[config.mk]
export PLATFORM = sky130hd
export DESIGN_NAME = uart_tx
export DESIGN_NICKNAME = d
export VERILOG_FILES = /design/src/rtl/uart_tx.sv
export SDC_FILE = /design/constraint.sdc
export NUM_CORES = 1
export LEC_CHECK = 0
export BUFFER_PORTS_ARGS = -buffer_cell sky130_fd_sc_hd__clkbuf_2
export CAP_MARGIN = 20
export CELL_PAD_IN_SITES_DETAIL_PLACEMENT = 0
export CELL_PAD_IN_SITES_GLOBAL_PLACEMENT = 1
export CORE_MARGIN = 4
export CORE_UTILIZATION = 27
export DETAILED_ROUTE_END_ITERATION = 8
export HOLD_SLACK_MARGIN = 0.02
export PLACE_DENSITY_LB_ADDON = 0.1
export SKIP_CTS_REPAIR_TIMING = 1
export SYNTH_ARGS = -nofsm -noshare
export SYNTH_HDL_FRONTEND = slang
export SYNTH_SLANG_ARGS = --single-unit
[constraint.sdc]
create_clock -name clk -period 5.17 [get_ports clk]
set_input_delay 0.517 -clock clk [delete_from_list [all_inputs] [get_ports clk]]
set_output_delay 0.517 -clock clk [all_outputs]
set_load 0.05 [all_outputs]
[src/rtl/uart_tx.sv]
// Multi-byte 8N1 UART transmitter, MSB byte first, LSB bit first.
// Line and status outputs are registered from the next-state decode.
module uart_tx #(
    parameter int p_preescaler  = 8,
    parameter int p_data_buffer = 16
) (
    input  logic                       clk,
    input  logic                       rst,
    input  logic [8*p_data_buffer-1:0] ip_data,
    input  logic                       i_start,
    output logic                       o_tx,
    output logic                       or_busy,
    output logic                       or_done
);

    localparam int TW = (p_preescaler > 1) ? $clog2(p_preescaler) : 1;
    localparam int BW = (p_data_buffer > 1) ? $clog2(p_data_buffer) : 1;
    localparam int DW = 8 * p_data_buffer;

    typedef enum logic [2:0] {
        ST_IDLE,
        ST_START,
        ST_DATA,
        ST_STOP,
        ST_DONE
    } state_t;

    state_t          state_q, state_d;
    logic [TW-1:0]   timer_q, timer_d;
    logic [2:0]      bit_q, bit_d;
    logic [BW-1:0]   byte_q, byte_d;
    logic [DW-1:0]   buf_q, buf_d;
    logic            tx_q, tx_d;
    logic            busy_q, busy_d;
    logic            done_q, done_d;
    logic            bit_end;
    logic [7:0]      cur_byte;

    assign bit_end = (timer_q == TW'(p_preescaler - 1));

    always_comb begin
        state_d  = state_q;
        timer_d  = '0;
        bit_d    = bit_q;
        byte_d   = byte_q;
        buf_d    = buf_q;
        tx_d     = 1'b1;
        busy_d   = 1'b0;
        done_d   = 1'b0;
        cur_byte = '0;

        if (state_q == ST_START || state_q == ST_DATA || state_q == ST_STOP) begin
            timer_d = bit_end ? '0 : timer_q + 1'b1;
        end

        unique case (state_q)
            ST_IDLE: begin
                if (i_start) begin
                    buf_d   = ip_data;
                    byte_d  = '0;
                    bit_d   = '0;
                    state_d = ST_START;
                end
            end
            ST_START: begin
                if (bit_end) state_d = ST_DATA;
            end
            ST_DATA: begin
                if (bit_end) begin
                    bit_d = bit_q + 1'b1;
                    if (bit_q == 3'd7) state_d = ST_STOP;
                end
            end
            ST_STOP: begin
                if (bit_end) begin
                    if (byte_q == BW'(p_data_buffer - 1)) begin
                        state_d = ST_DONE;
                    end else begin
                        byte_d  = byte_q + 1'b1;
                        buf_d   = buf_q << 8;
                        bit_d   = '0;
                        state_d = ST_START;
                    end
                end
            end
            ST_DONE: begin
                state_d = ST_IDLE;
            end
            default: begin
                state_d = ST_IDLE;
            end
        endcase

        // Outputs follow the state being entered so they are glitch-free flops.
        cur_byte = buf_d[DW-1 -: 8];
        unique case (state_d)
            ST_START: begin
                tx_d   = 1'b0;
                busy_d = 1'b1;
            end
            ST_DATA: begin
                tx_d   = cur_byte[bit_d];
                busy_d = 1'b1;
            end
            ST_STOP: begin
                busy_d = 1'b1;
            end
            ST_DONE: begin
                done_d = 1'b1;
            end
            default: begin
                tx_d = 1'b1;
            end
        endcase
    end

    always_ff @(posedge clk) begin
        if (rst) begin
            state_q <= ST_IDLE;
            timer_q <= '0;
            bit_q   <= '0;
            byte_q  <= '0;
            buf_q   <= '0;
            tx_q    <= 1'b1;
            busy_q  <= 1'b0;
            done_q  <= 1'b0;
        end else begin
            state_q <= state_d;
            timer_q <= timer_d;
            bit_q   <= bit_d;
            byte_q  <= byte_d;
            buf_q   <= buf_d;
            tx_q    <= tx_d;
            busy_q  <= busy_d;
            done_q  <= done_d;
        end
    end

    assign o_tx    = tx_q;
    assign or_busy = busy_q;
    assign or_done = done_q;

endmodule

==> summary.md <==
| Metric | Value |
|---|---|
| Starting Density | 0.2759 |
| Routed wire length | between 15,000 and 20,000 µm |
| Hold Path Origin | ip_data[1] |
| Layout cells sized above 1 | 0.2379 |
| Ys async rst share | 0 |
| Top Layer Used | met5 |
| Leading post-synthesis cells by cell area | dfxtp_1 48%, a221oi_1 16%, nor3_1 9.9%, nor2_1 8.4%, buf_2 2.7% |
| Synth cell count leaders | 144 x dfxtp_1, 135 x nor2_1, 120 x nor3_1 |
| CTS Root Cell | clkbuf_16 |
| Htree depth | 4 |
| FF-to-FF path depth | 7 |
| Syn nets | 817 |
| Die H | roughly 160 µm |
| Syn-to-layout area delta | 22.59% |
| Final Util | 0.3382 |
| Synth Area per Inst | around 9 µm² |
| RSZ-0062 raised after global routing | no |
| Core Area | about 0.022 mm² |
| RR Startpoint | byte_q[0] |
| Final HPWL DP | approximately 12,000 µm |
| Psw | ~720 µW |
| Top-area cell type share of the netlist area | 0.4758 |
| Slack of the critical path | 2.142 ns |
| Deepest clock path buffer count | 2 |
| Die ar. | roughly 0.025 mm² |
| PortBufs | about 130 |
| Clock network power share | 0.442 |
| Peak Freq | ~0.33 GHz |
| DR iter-0 viols | 304 |
| WL/cell | between 15 and 20 µm |
| Minimum clock period | about 3.0 ns |
| Combinational power share | 0.110 |
| Static Leak | slightly below 3 nW |
| Max Clock Skew | 0.009261 ns |
| Maxcap violations | 0 |
| R2R Path End | buf_q[39] |
| Fin Setup TNS | 0 ns |
| Hold endpoint | buf_q[1] |
| CTS tree | built |
| Hold Fails Final Rpt | 0 |
| CTS clock-pin slew for the worst setup and hold paths | about 0.06 ns |
| Post-synth EDFFs | 0 |
| Clock sink total | around 140 |
| Io pins | ~130 |
| Largest area contributor in the netlist | dfxtp_1 |
| Register bit count reported by yosys | between 100 and 150 |
| Internal power | approximately 2.0 mW |
| Routed met2 length | 8303 µm |
| Critical path arrival | between 3 and 4 ns |
| Kind of end point of the critical path | flip-flop |
| Main synth FF type | dfxtp_1 |
| Syn Inst Count | 680 |
| Net count reported at finish | slightly above 900 |
| WL met1 | 8952 µm |
| Worst-path fanout max | 52 |
| Worst reg2reg setup slack | around 2.1 ns |
| Largest net degree at the start of global routing | between 80 and 90 |
| WP data required | between 5 and 6 ns |
| DRC viols | 0 |
| Worst VDD drop | approximately 0.00022 V |
| Sequential share of the synthesized area | 0.4758 |
| Pwr dens | ~370 mW/mm² |
| First-pass GRT wire length | 29,510 µm |
| Total CTS buffers | 17 |
| Number of global-route vias before repair | around 5.5k |
| Initial antenna violation count | 1 |
| Fin. max-slew vios | 0 |
| Vias/cell | 5.167 |
| WHS Path Cells | 3 |
| Top-count cell post-synth | dfxtp_1 |
| Worst slew pin tran | about 0.88 ns |
| Sequential share of power | 0.448 |
| Final period util | 0.5858 |
| Hold WC Path Type | input port to flip-flop |
| Switching share of power | 0.2626 |
| Synth warnings | 0 |
| Die width | about 160 µm |
| Worst slew margin | 0.4131 |
| Routed wl met3 | 1221 µm |
| Post-Syn Area | 0.006058 mm² |
| Startpoint Class | flip-flop |
| GRT Overall Usage | 0.1491 |
| Status | finished clean |
| Skew-Pair Late Insertion Delay | 0.42 ns |
| Grt total ovfl | 0 |
| Final setup vio count | 0 |
| Post-synthesis cell type count | 50 |
| FP Rows | 54 |
| Vias after detailed routing | approximately 5.5k |
| Post-DRT Antenna Nets | 0 |
| Setup WS pre-CTS | 2.119 ns |
| Pre-Repair DR Iteration Count | 4 |
| Critical path class | flip-flop to flip-flop |
| GP Congestion | roughly 0.81 |
## per-layer routing
layer,vias to the layer above,GRT usage
met5,-,0
met4,2,0.04793
met3,20,0.04702
met2,119,0.2219
met1,2598,0.2056
li1,2754,-
## per-stage QoR
| step | total power [mW] | std cells | hold slack (ns) | cell area, µm² |
|---|---|---|---|---|
| finish | 2.741 | 1063 | 0.3349 | 7427 |
| global placement | 1.557 | 1029 | 0.4092 | 6824 |
| CTS | 2.785 | 1061 | 0.3179 | 7397 |
| detailed placement | 1.560 | 1029 | 0.4198 | 6824 |
| floorplan | 1.448 | 680 | 0.3984 | 6058 |
| global route | 2.878 | 1062 | 0.3314 | 7425 |
## worst max-delay path, cell delays in order (launching register included)
cell and delay [ns]:
dfxtp_1 0.38, ha_1 0.20, nand3_1 0.43, a41oi_1 0.57, or2_4 0.60, buf_4 0.47
a221oi_1 0.09, nor3_1 0.18
## cells by family (layout without fill, tap and decap cells)
family / count (synthesis) / in the layout / synth area share
AOI/OAI and AO/OA: 160 / 160 / 0.2228
xor gates and xnor gates: 3 / 3 / 0.004338
and+or+nand+nor: 287 / 287 / 0.2193
muxes: 5 / 5 / 0.008261
adders and majority gates: 6 / 6 / 0.01239
buffers and inverters: 75 / 177 / 0.05700
other: 0 / 1 / 0
DFF: 144 / 144 / 0.4758
## power groups by stage
stage               Combinational, mW  Clock (mW)  Sequential, mW
finish                          0.302        1.21            1.23
global route                    0.344        1.30            1.24
CTS                             0.308        1.25            1.23
detailed placement              0.307           0            1.25
global placement                0.305           0            1.25
floorplan                       0.205           0            1.24
## final cells by class
cell class | instances | area (µm²)
fillers | 2353 | 14530
flip-flops and latches | 144 | 2883
multi-input cells | 461 | 2844
repair buffers | 144 | 770.7
clock buffers | 18 | 429.2
well taps | 280 | 350.3
clock inverters | 14 | 143.9
inverters | 1 | 3.754
diodes | 1 | 2.502
## worst max-delay path by stage
| stage | from | to | slack (ns) | cells after the start |
|---|---|---|---|---|
| after global placement | byte_q[0] | buf_q[32] | 2.19 | 7 |
| after detailed placement | timer_q[0] | buf_q[39] | 2.12 | 7 |
| final | byte_q[0] | buf_q[39] | 2.14 | 7 |
| after floorplan | timer_q[0] | o_tx | 3.00 | 10 |
| after CTS | timer_q[0] | buf_q[39] | 2.10 | 7 |
| after global routing | byte_q[0] | buf_q[19] | 1.83 | 7 |
## registers in the layout, summed over array words and instances, names as in the netlist
register and count:
bit_q 3, buf_q 128, byte_q 4, o_tx 1
or_busy 1, or_done 1, state_q 3, timer_q 3
## cells in the final DEF (no fill, tap or decap), types with 2 or more instances in the layout
| cell | instances |
|---|---|
| a21oi_1 | 13 |
| nor2_1 | 135 |
| o21a_1 | 2 |
| clkbuf_16 | 17 |
| bufinv_16 | 2 |
| nor3_1 | 120 |
| a32o_1 | 7 |
| nand3_1 | 3 |
| ha_1 | 6 |
| buf_4 | 11 |
| clkbuf_2 | 132 |
| dfxtp_1 | 144 |
| a31oi_1 | 3 |
| nor2b_1 | 5 |
| a221oi_1 | 112 |
| mux2i_1 | 5 |
| nand2_1 | 5 |
| clkinv_4 | 3 |
| a211oi_1 | 2 |
| o21ai_0 | 2 |
| xor2_1 | 2 |
| and2_1 | 2 |
| clkinvlp_4 | 5 |
| clkinv_2 | 4 |
| nand2b_1 | 2 |
| a22oi_1 | 9 |
| and3_1 | 2 |
Note: power is estimated with default switching activity, not from simulation.
